`config.mk`:
```
export PLATFORM = sky130hd
export DESIGN_NAME = load_store_unit
export DESIGN_NICKNAME = d
export VERILOG_FILES = /design/src/rtl/load_store_unit.sv
export SDC_FILE = /design/constraint.sdc
export NUM_CORES = 1
export LEC_CHECK = 0
export ABC_CLOCK_PERIOD_IN_PS = 2200
export CORE_AREA = 5 5 154 156
export CTS_BUF_LIST = sky130_fd_sc_hd__clkbuf_4 sky130_fd_sc_hd__clkbuf_8
export DETAILED_ROUTE_END_ITERATION = 16
export DIE_AREA = 0 0 159 161
export PLACE_DENSITY = 0.63
export RECOVER_POWER = 25
export SLEW_MARGIN = 20
export SYNTH_ARGS = -nofsm -noshare
export SYNTH_HDL_FRONTEND = slang
export SYNTH_SLANG_ARGS = --single-unit
```
`constraint.sdc`:
```
create_clock -name clk -period 2.2 [get_ports clk]
set_input_delay 0.33 -clock clk [delete_from_list [all_inputs] [get_ports clk]]
set_output_delay 0.33 -clock clk [all_outputs]
set_load 0.02 [all_outputs]
```
`src/rtl/load_store_unit.sv`:
```
// Data-memory port for the core: one load/store per handshake, byte-lane steering,
// sign/zero extension and two-beat splitting of word-crossing accesses.
module load_store_unit (
    input  logic        clk,
    input  logic        reset,
    input  logic        req_valid,
    output logic        req_ready,
    input  logic        req_we,
    input  logic [2:0]  req_funct3,
    input  logic [31:0] req_addr,
    input  logic [31:0] req_wdata,
    output logic        resp_valid,
    output logic [31:0] resp_rdata,
    output logic        resp_error,
    output logic [31:0] mem_address,
    output logic [31:0] mem_data_out,
    input  logic [31:0] mem_data_in,
    output logic        mem_we,
    output logic [3:0]  mem_byte_enable
);

    // state | meaning
    // IDLE  | ready for a request
    // BEAT0 | first memory word (addr & ~3)
    // BEAT1 | second word of a word-crossing access (addr & ~3) + 4
    // RESP  | one-cycle response pulse
    localparam logic [1:0] S_IDLE  = 2'd0;
    localparam logic [1:0] S_BEAT0 = 2'd1;
    localparam logic [1:0] S_BEAT1 = 2'd2;
    localparam logic [1:0] S_RESP  = 2'd3;

    logic [1:0]  state_q, state_d;
    logic        we_q, we_d;
    logic [2:0]  funct3_q, funct3_d;
    logic [31:0] addr_q, addr_d;
    logic [31:0] wdata_q, wdata_d;
    logic [31:0] lo_q, lo_d;
    logic [31:0] hi_q, hi_d;
    logic        err_q, err_d;

    logic [1:0]  off;
    logic [2:0]  size;
    logic        split;
    logic        req_legal;
    logic [31:0] wmasked;
    logic [63:0] wide;
    logic [7:0]  bmask;
    logic [31:0] base_addr;
    logic [31:0] r;
    logic [31:0] ext;
    logic        beat;

    always_comb begin
        off = addr_q[1:0];
        case (funct3_q[1:0])
            2'b00:   size = 3'd1;
            2'b01:   size = 3'd2;
            default: size = 3'd4;
        endcase
        split = ({1'b0, off} + size) > 3'd4;

        case (size)
            3'd1:    wmasked = wdata_q & 32'h0000_00FF;
            3'd2:    wmasked = wdata_q & 32'h0000_FFFF;
            default: wmasked = wdata_q;
        endcase
        wide  = {32'b0, wmasked} << {off, 3'b000};
        bmask = ((8'd1 << size) - 8'd1) << off;
        base_addr = {addr_q[31:2], 2'b00};

        r = 32'({hi_q, lo_q} >> {off, 3'b000});
        case (funct3_q)
            3'b000:  ext = {{24{r[7]}}, r[7:0]};
            3'b001:  ext = {{16{r[15]}}, r[15:0]};
            3'b100:  ext = {24'b0, r[7:0]};
            3'b101:  ext = {16'b0, r[15:0]};
            default: ext = r;
        endcase
    end

    always_comb begin
        if (req_we)
            req_legal = (req_funct3 == 3'b000) || (req_funct3 == 3'b001) || (req_funct3 == 3'b010);
        else
            req_legal = (req_funct3 != 3'b011) && (req_funct3 != 3'b110) && (req_funct3 != 3'b111);
    end

    always_comb begin
        state_d  = state_q;
        we_d     = we_q;
        funct3_d = funct3_q;
        addr_d   = addr_q;
        wdata_d  = wdata_q;
        lo_d     = lo_q;
        hi_d     = hi_q;
        err_d    = err_q;
        case (state_q)
            S_IDLE: begin
                if (req_valid) begin
                    we_d     = req_we;
                    funct3_d = req_funct3;
                    addr_d   = req_addr;
                    wdata_d  = req_wdata;
                    err_d    = !req_legal;
                    state_d  = req_legal ? S_BEAT0 : S_RESP;
                end
            end
            S_BEAT0: begin
                lo_d    = mem_data_in;
                hi_d    = 32'b0;
                state_d = split ? S_BEAT1 : S_RESP;
            end
            S_BEAT1: begin
                hi_d    = mem_data_in;
                state_d = S_RESP;
            end
            default: state_d = S_IDLE;
        endcase
    end

    always_ff @(posedge clk) begin
        if (reset) begin
            state_q  <= S_IDLE;
            we_q     <= 1'b0;
            funct3_q <= 3'b0;
            addr_q   <= 32'b0;
            wdata_q  <= 32'b0;
            lo_q     <= 32'b0;
            hi_q     <= 32'b0;
            err_q    <= 1'b0;
        end else begin
            state_q  <= state_d;
            we_q     <= we_d;
            funct3_q <= funct3_d;
            addr_q   <= addr_d;
            wdata_q  <= wdata_d;
            lo_q     <= lo_d;
            hi_q     <= hi_d;
            err_q    <= err_d;
        end
    end

    // All outputs are gated by reset so nothing leaks during a reset cycle in any state.
    always_comb begin
        beat            = !reset && ((state_q == S_BEAT0) || (state_q == S_BEAT1));
        req_ready       = !reset && (state_q == S_IDLE);
        resp_valid      = !reset && (state_q == S_RESP);
        resp_error      = resp_valid && err_q;
        resp_rdata      = (resp_valid && !err_q && !we_q) ? ext : 32'b0;
        mem_we          = beat && we_q;
        mem_address     = 32'b0;
        mem_data_out    = 32'b0;
        mem_byte_enable = 4'b0;
        if (beat) begin
            if (state_q == S_BEAT1) begin
                mem_address     = base_addr + 32'd4;
                mem_data_out    = wide[63:32];
                mem_byte_enable = bmask[7:4];
            end else begin
                mem_address     = base_addr;
                mem_data_out    = wide[31:0];
                mem_byte_enable = bmask[3:0];
            end
        end
    end

endmodule

```
==> flow_summary.yaml, run 1 <==
final_layout:
  post_route_cells_drive_above_1_share: 0.441
  area.growth.synth_to_final_pct: 84.1
  insertedDiodeCount: 0
  final.fill_count: 1778
  postLayoutCellArea_um2: 14100
  final_net_count: 1531
  layout.cells.non_filler: 1716
timing:
  hold_vio_cnt_final: 0
  finalMaxSlewViolations: 0
  timing.hold.ws_ps: 260
  final_period_minus_worst_setup_slack_ps: 2690
  worst_slew_pin_slew_ps: 911
  finalSetupViolCount: 124
  setup_repair_after_global_routing_missed_its_margin: "true"
  least_setup_slack_across_all_paths_after_layout_ps: -493
  fin_skew_ps: 14.3
  timing.final.crit_share: 1.22
  clock.fmax_ghz: 0.371
  slew_headroom: 0.393
setup_path:
  worst-path-max-fanout: 6
  worstSetupStartpointType: "flop"
  type_of_the_worst_setup_path: "flop to output pin"
  worst_ep_required_time_ps: 1870
  critPathCaptureType: "output pin"
  worstPathArrival_ps: 2360
run_status:
  failing_checks: "negative setup slack"
  result_of_the_run: "finished, violations left"
cts:
  clock_path_buffers: 2
  cts_made_buffers: 17
  cts_sinks: 127
  clk_latency_ps: 450
  cts.clk_slew.worst_paths_ps: 80
  cts_htree_levels: 4
  cts_tree: "done"
  root_driver: "clkbuf_8"
  cts.hold.buffers_added: 0
routing:
  post_drt_via_cell_ratio: 5.40
  drt_pre_antenna_iters: 5
  antenna_violating_nets_post_route: 0
  detailedRoute.firstIterationViolations: 738
  via_count: 9265
  drt-total-wl_um: 33100
  drt-wirelength-per-cell_um: 19.3
  drc_errors: 0
global_route:
  grt-ovfl-total: 0
  via_count_of_the_first_global_routing_pass: 8561
  global_route_wire_length_before_repair_um: 47600
  maximum_number_of_pins_on_one_net_before_global_route_repair: 79
  grt_antenna_before_repair: 0
  global_route.usage.total: 0.225
placement:
  io_buffers: 204
  globalplace.congestion: 0.897
  dp_worst_setup_slack_ps: -558
  dp_hpwl_um: 20600
  dp.cells: 1602
  total_placed_instance_area_um2: 11400
logic_synthesis:
  netlist.area_leader.share: 0.333
  synth_top_flop_cell: "dfxtp_1"
  asyncSetResetFlopFracSynth: 0
  synth_warn: 0
  synth.largest_area_cell: "dfxtp_1"
  yosysSeqAreaShare: 0.333
  synth_common_cells: "201 x nand2_1, 146 x a21oi_1, 127 x dfxtp_1, 98 x nor2_1, 68 x clkbuf_1"
  post_synth_instance_area_um2: 7640
  synth.area.top_cells: "dfxtp_1 33%, nand2_1 9.9%, a21oi_1 9.6%"
  post_synthesis_area_per_instance_um2: 7.29
  synth.ff_latch_count: 127
  synth.distinct_cells: 55
  synth-edff-count: 0
  synth_cells: 1049
  yosysMostFrequentCell: "nand2_1"
power:
  finalPower_w: 0.0122
  power_density_relative_to_cell_area_nw_per_um2: 865
  power_leakage_nw: 5.29
  max-vdd-ir-drop_v: 0.000439
floorplan:
  die_h_um: 161
  die-area_um2: 25600
  start_util: 0.344
  placeableCoreArea_um2: 22200
  chipWidth_um: 159
  row_count: 55
  boundaryPins: 207
min_path:
  hold_path.class: "input pin to flop"
flow_run:
  maxCapViolCount: 0
==> worst paths after layout <==
| check | cells after the start | from | end | slack (ps) |
|---|---|---|---|---|
| worst max-delay path | 6 | state_q[0] | resp_rdata[27] | -490 |
| worst min-delay path | 3 | reset | addr_q[1] | 260 |
| worst max register to register | 12 | state_q[1] | hi_q[13] | -40 |
| worst min register to register | 2 | wdata_q[24] | wdata_q[24] | 480 |
==> cell type report <==
class                   instances  area, um2  area share
clock buffers                  17        234      0.0166
clock inverters                15        176      0.0125
inverters                      20       82.6     0.00587
multi-input cells             817       6320       0.449
flip-flops and latches        127       2580       0.184
well taps                     285        357      0.0253
repair buffers                435       4320       0.307
==> cell families after synthesis <==
family,count (synthesis),synth area share
compound gates,288,0.226
xor+xnor,14,0.0160
fa+ha+maj,10,0.0164
buf+inv,108,0.0556
flops,127,0.333
mux,76,0.101
other cells,1,0.000491
simple gates,425,0.251
==> repair_timing <==
item / in CTS / in global routing
buffers inserted: 33 / 44
gates resized for setup: 679 / 230
setup endpoints to repair: 102 / 100
pin swaps: 54 / 78
cloned: 4 / 7
==> per-layer routing <==
metal  GRT usage  wire length, um  vias to the layer above
met5           0                0                        -
li1            -                -                     4410
met3      0.0390             1700                       69
met2       0.356            15600                      343
met4      0.0741              939                        0
met1       0.313            14800                     4443
==> placed cells by master (no fill, tap or decap), drive strengths merged, types with 4 or more instances in the layout <==
cell | synthesis | routed
clkinv | 1 | 6
and2 | 15 | 15
a2bb2oi | 4 | 4
dfxtp | 127 | 127
a21oi | 146 | 146
xnor2 | 10 | 10
o31ai | 11 | 11
clkbuf | 68 | 24
mux2 | 10 | 10
ha | 10 | 10
a22o | 24 | 24
nand2 | 201 | 201
a22oi | 5 | 5
nor3 | 12 | 12
mux2i | 66 | 66
buf | 20 | 324
inv | 19 | 26
nor4 | 7 | 7
nor2 | 98 | 98
nor2b | 13 | 13
clkdlybuf4s50 | 0 | 102
a211oi | 31 | 31
or4 | 13 | 14
a221oi | 6 | 6
o21ai | 44 | 45
o22ai | 4 | 4
nand4 | 8 | 8
or3 | 4 | 4
and4 | 4 | 4
xor2 | 4 | 4
nand2b | 18 | 18
nand3 | 20 | 20
==> state kept, by name, indices dropped and copies added (netlist names) <==
register  flops
addr_q       32
lo_q         32
wdata_q      32
hi_q         24
funct3_q      3
state_q       2
err_q         1
we_q          1
==> metrics by stage <==
step / TNS [ps] / utilization
finish: -35100 / 0.633
floorplan: -175 / -
global placement: -38300 / 0.514
CTS: -31970 / 0.575
detailed placement: -39400 / 0.514
global route: -44950 / 0.633
==> critical path, stage by stage, from the launching register on <==
cell and delay [ps]:
dfxtp_4 380, ha_4 130, or4b_4 470, or4_4 540, buf_12 200, o21ai_4 60
buf_6 130
==> where the power goes <==
group | internal, W | switching (W)
combinational | 0.00323 | 0.00369
sequential | 0.00272 | 0.000377
clock | 0.00105 | 0.00111
No activity file was read; power rests on OpenSTA's default activity.
==> run 2, diff against run 1 <==
==> constraint.sdc (replaced) <==
create_clock -name clk -period 2.2 [get_ports clk]
set_input_delay 0.66 -clock clk [delete_from_list [all_inputs] [get_ports clk]]
set_output_delay 0.66 -clock clk [all_outputs]
set_load 0.02 [all_outputs]
==> flow_summary.yaml, run 2 (same netlist as run 1, synthesis figures left out) <==
setup_path:
  worstSetupStartpointType: "flop"
  reg2reg_depth: 11
  worst_setup_path_endpoint: "mem_address[26]"
  critPathCaptureType: "output pin"
  r2r_end: "state_q[0]"
  timing.critical_path.from: "addr_q[14]"
  type_of_the_worst_setup_path: "flop to output pin"
  worstPathArrival_ps: 2390
  worst-path-max-fanout: 6
  worst_ep_required_time_ps: 1540
  regToRegStartpoint: "funct3_q[0]"
  regToRegSetupSlack_ps: 110
global_route:
  grt-ovfl-total: 0
  via_count_of_the_first_global_routing_pass: 9037
  grt_antenna_before_repair: 0
  gr_layer_usage_met1: 0.321
  global_route.usage.total: 0.239
  global_route_wire_length_before_repair_um: 50000
  global_route.peak_usage_layer: "met2"
  global_route.usage.met3: 0.0416
  maximum_number_of_pins_on_one_net_before_global_route_repair: 60
  grtUsageMet2: 0.393
power:
  max-vdd-ir-drop_v: 0.000426
  power_leakage_nw: 5.53
  finalPower_w: 0.0128
  power_density_relative_to_cell_area_nw_per_um2: 851
min_path:
  hold_path.class: "flop to flop"
  hold_startpoint: "wdata_q[24]"
routing:
  antenna_violating_nets_post_route: 0
  drc_errors: 0
  detailedRoute.firstIterationViolations: 658
  post_drt_via_cell_ratio: 5.35
  drt-total-wl_um: 33000
  via_count: 9283
  drt-wirelength-per-cell_um: 19.0
  drt_pre_antenna_iters: 5
flow_run:
  maxCapViolCount: 0
floorplan:
  boundaryPins: 207
  die_h_um: 161
  die-area_um2: 25600
  chipWidth_um: 159
  start_util: 0.344
  placeableCoreArea_um2: 22200
  row_count: 55
timing:
  hold_vio_cnt_final: 0
  finalSetupViolCount: 99
  slew_headroom: 0.525
  timing.final.crit_share: 1.39
  least_setup_slack_across_all_paths_after_layout_ps: -854
  setup_repair_after_global_routing_missed_its_margin: "true"
  fin_skew_ps: 11.0
  worst_slew_pin_slew_ps: 713
  clock.fmax_ghz: 0.327
  final_period_minus_worst_setup_slack_ps: 3050
  finalMaxSlewViolations: 0
final_layout:
  multi_input_comb_area_um2: 6840
  layout.area.seq_um2: 2580
  final_net_count: 1551
  largest_registers: "addr_q (32), lo_q (32), wdata_q (32)"
  final.fill_count: 1706
  post_route_cells_drive_above_1_share: 0.473
  layout_common_cells: "187 x nand2_1, 166 x buf_4, 147 x buf_6"
  postLayoutCellArea_um2: 15000
  most_frequent_standard_cell_in_the_layout_excluding_fill_and_tap_cells: "nand2_1"
  area.growth.synth_to_final_pct: 96.0
  insertedDiodeCount: 0
placement:
  globalplace.congestion: 0.889
  io_buffers: 204
  dp_hpwl_um: 21800
  total_placed_instance_area_um2: 12500
cts:
  cts.hold.buffers_added: 0
  root_driver: "clkbuf_8"
  clk_latency_ps: 440
  cts_made_buffers: 17
  clock_path_buffers: 2
  cts_sinks: 127
  cts_htree_levels: 4
  cts_tree: "done"
  cts.clk_slew.worst_paths_ps: 90
run_status:
  failing_checks: "negative setup slack"
  result_of_the_run: "finished, violations left"
==> run 2: cell types whose count changed in the layout (fill, tap and decap cells not counted), moves of 7 or more <==
cell	change
buf_4	-10
buf_12	+7
buf_6	+20
a21oi_2	-20
a21oi_4	+21
a211oi_2	-9
a211oi_4	+10
o21ai_2	+10
nor2_4	+10
o21ai_4	-8
==> run 2: cell type report <==
type / instances / area share
Multi-Input combinational cell: 817 / 0.456
Timing Repair Buffer: 455 / 0.315
Sequential cell: 127 / 0.172
Tap cell: 285 / 0.0238
Clock buffer: 19 / 0.0170
Clock inverter: 13 / 0.0102
Inverter: 20 / 0.00576
==> run 2: power breakdown <==
group	internal [W]	switching, W
Clock	0.00107	0.00105
Combinational	0.00362	0.00398
Sequential	0.00271	0.000329
Total	0.00740	0.00535
==> run 2: routing by layer <==
metal	vias up	part of all wire
met5	-	0
met4	0	0.024
met3	52	0.058
met2	325	0.48
met1	4475	0.44
li1	4431	-
==> run 2: repair_timing <==
item | 4_1_cts | 5_1_grt
gates cloned | 8 | 2
pin swaps | 48 | 48
setup endpoints to repair | 126 | 103
resized for setup | 748 | 119
buffers inserted | 47 | 28
==> run 2: how the worst min path moves through the flow <==
stage	slack, ps	cells after the start	endpoint
floorplan	440	2	wdata_q[20]
global placement	450	2	wdata_q[24]
global route	490	2	wdata_q[24]
detailed placement	460	2	wdata_q[24]
finish	470	2	wdata_q[24]
CTS	470	2	wdata_q[24]
==> run 2: worst max-delay path, stage by stage (launching register included) <==
cell	delay (ps)
dfxtp_2	360
nand2_4	80
or4_4	590
buf_4	180
or4_4	420
a21oi_4	160
buf_6	140
==> run 2: through the flow <==
step                cells  hold WS (ps)  setup WS (ps)  utilization  TNS (ps)
floorplan            1050           436           -505            -    -19630
detailed placement   1626           457          -1170        0.564   -100510
global placement     1626           445          -1130        0.564    -97810
finish               1736           472           -854        0.674    -68390
CTS                  1712           469           -883        0.646    -65150
global route         1736           488           -914        0.674    -75050
==> run 3, diff against run 2 <==
- CORE_AREA: 5 5 154 156 -> 2 2 163 165
- DIE_AREA: 0 0 159 161 -> 0 0 165 167
- PLACE_DENSITY: 0.63 -> 0.56
==> flow_summary.yaml, run 3 (same netlist as run 1, synthesis figures left out) <==
power:
  power_density_relative_to_cell_area_nw_per_um2: 837
  power_dissipated_by_switching_net_loads_w: 0.00529
  share_seq_of_total_power: 0.244
  power_leakage_nw: 5.50
  power_report.internal_total_w: 0.00721
  max-vdd-ir-drop_v: 0.000402
  power.share.switching: 0.423
  combinationalPowerShare: 0.593
  clockPowerShare: 0.162
final_layout:
  largest_registers: "addr_q (32), lo_q (32), wdata_q (32)"
  area.growth.synth_to_final_pct: 95.4
  most_frequent_standard_cell_in_the_layout_excluding_fill_and_tap_cells: "nand2_1"
  final_net_count: 1565
  layout_common_cells: "186 x nand2_1, 185 x buf_4, 138 x buf_6"
  post_route_cells_drive_above_1_share: 0.468
global_route:
  global_route.usage.total: 0.228
  global_route_wire_length_before_repair_um: 49400
  via_count_of_the_first_global_routing_pass: 8866
  grt-ovfl-total: 0
  maximum_number_of_pins_on_one_net_before_global_route_repair: 52
  grt_antenna_before_repair: 1
routing:
  drt-wirelength-per-cell_um: 17.9
  detailedRoute.firstIterationViolations: 689
  drt_pre_antenna_iters: 6
  via_count: 9112
  post_drt_via_cell_ratio: 5.06
  antenna_violating_nets_post_route: 0
  drc_errors: 0
  drt-total-wl_um: 32300
placement:
  globalplace.congestion: 0.893
  io_buffers: 204
  dp_hpwl_um: 22100
  dp_worst_setup_slack_ps: -1160
setup_path:
  worstPathArrival_ps: 2440
  worst-path-max-fanout: 5
  critical_path.cell_chain: "nand2_4 -> or4_4 -> buf_6 -> or4_4 -> a21oi_4 -> buf_6"
  type_of_the_worst_setup_path: "flop to output pin"
  slowest_delay_ps: 620
  reg2reg_depth: 9
  buf_inv_on_cp: 2
  cp_slowest_cell: "or4_4"
  critPathCaptureType: "output pin"
  regToRegStartpoint: "state_q[1]"
  crit_family: "simple AND/OR/NAND/NOR gates"
  worst_ep_required_time_ps: 1540
  r2r_end: "addr_q[1]"
  regToRegSetupSlack_ps: -10
  worstSetupStartpointType: "flop"
cts:
  cts_made_buffers: 17
  clock_path_buffers: 2
  cts.clk_slew.worst_paths_ps: 100
  cts_htree_levels: 4
  cts_tree: "done"
  cts.hold.buffers_added: 0
  cts_sinks: 127
  root_driver: "clkbuf_8"
  clk_latency_ps: 450
floorplan:
  boundaryPins: 207
  row_count: 59
  die-area_um2: 27600
  start_util: 0.297
  die_h_um: 167
  chipWidth_um: 165
  placeableCoreArea_um2: 25800
timing:
  clock.fmax_ghz: 0.323
  setup_repair_after_global_routing_missed_its_margin: "true"
  hold_vio_cnt_final: 0
  worst_slew_pin_slew_ps: 665
  finalMaxSlewViolations: 0
  final_period_minus_worst_setup_slack_ps: 3100
  timing.final.crit_share: 1.41
  fin_skew_ps: 27.2
  setup_total_negative_slack_ps: -70340
  slew_headroom: 0.555
  least_setup_slack_across_all_paths_after_layout_ps: -898
  finalSetupViolCount: 102
min_path:
  min_delay_path_depth: 2
  hold_path.class: "flop to flop"
  hold_startpoint: "wdata_q[20]"
  hold-path-endpoint: "wdata_q[20]"
run_status:
  failing_checks: "negative setup slack"
  result_of_the_run: "finished, violations left"
flow_run:
  maxCapViolCount: 0
[run 3: cell types whose count changed in the layout (fill, tap and decap cells not counted), moves of 4 or more]
cell / previous run / this run
a21oi_1: 89 / 93
a21oi_2: 17 / 10
buf_12: 20 / 30
buf_4: 166 / 185
buf_6: 147 / 138
buf_8: 10 / 1
o21ai_2: 23 / 28
xnor2_1: 2 / 7
xnor2_2: 7 / 3
[run 3: worst reg2reg max path, stage by stage, from the launching register on]
cell	delay [ps]
dfxtp_1	350
buf_6	140
buf_12	120
inv_6	40
ha_2	190
clkbuf_1	220
and2_0	300
clkbuf_2	470
nand2_1	120
a21oi_1	180
[run 3: per-stage QoR]
stage,instances,power (W),utilization,cell area (um2),hold WS (ps)
final,1801,0.0125,0.580,14900,474
after global routing,1801,0.0132,0.580,14900,503
after CTS,1770,0.0121,0.558,14400,467
after detailed placement,1683,0.00891,0.493,12700,455
after global placement,1683,0.00887,0.493,12700,450
after floorplan,1050,0.00686,-,9280,436
[run 3: worst max path at each step]
stage	start	to	cells past startpoint	slack (ps)
floorplan	reset	resp_rdata[20]	5	-510
global placement	reset	resp_rdata[16]	5	-1150
detailed placement	reset	resp_rdata[18]	5	-1160
CTS	addr_q[15]	mem_address[27]	6	-900
global route	addr_q[13]	mem_address[27]	6	-950
finish	addr_q[8]	mem_address[27]	6	-900
[run 3: cell type report]
cell class / count / area (um2)
multi-input combinational: 817 / 6670
antenna: 1 / 2.50
tap: 335 / 419
clock buffer: 18 / 248
clock inverter: 14 / 133
inverter: 20 / 83.8
sequential: 127 / 2580
fill: 2238 / 10800
timing repair buffer: 469 / 4800
[run 3: metal layers]
metal,track usage,up-vias,wire length (um)
li1,-,4481,-
met1,0.327,4342,15100
met2,0.357,251,15100
met3,0.0259,38,1390
met4,0.0722,0,687
met5,0,-,0
[run 3: power groups by stage]
| stage | combinational [W] | sequential (W) | clock, W |
|---|---|---|---|
| after global placement | 0.00581 | 0.00305 | 0 |
| after floorplan | 0.00381 | 0.00305 | 0 |
| final | 0.00742 | 0.00305 | 0.00203 |
| after CTS | 0.00695 | 0.00305 | 0.00208 |
| after global routing | 0.00791 | 0.00311 | 0.00219 |
| after detailed placement | 0.00586 | 0.00305 | 0 |
[run 3: repair_timing]
action                                  CTS  global route
gates resized for setup                 718            87
gates cloned                              5             2
setup buffers                            51            36
endpoints found under the setup margin  126           100
pin swaps                                42            66
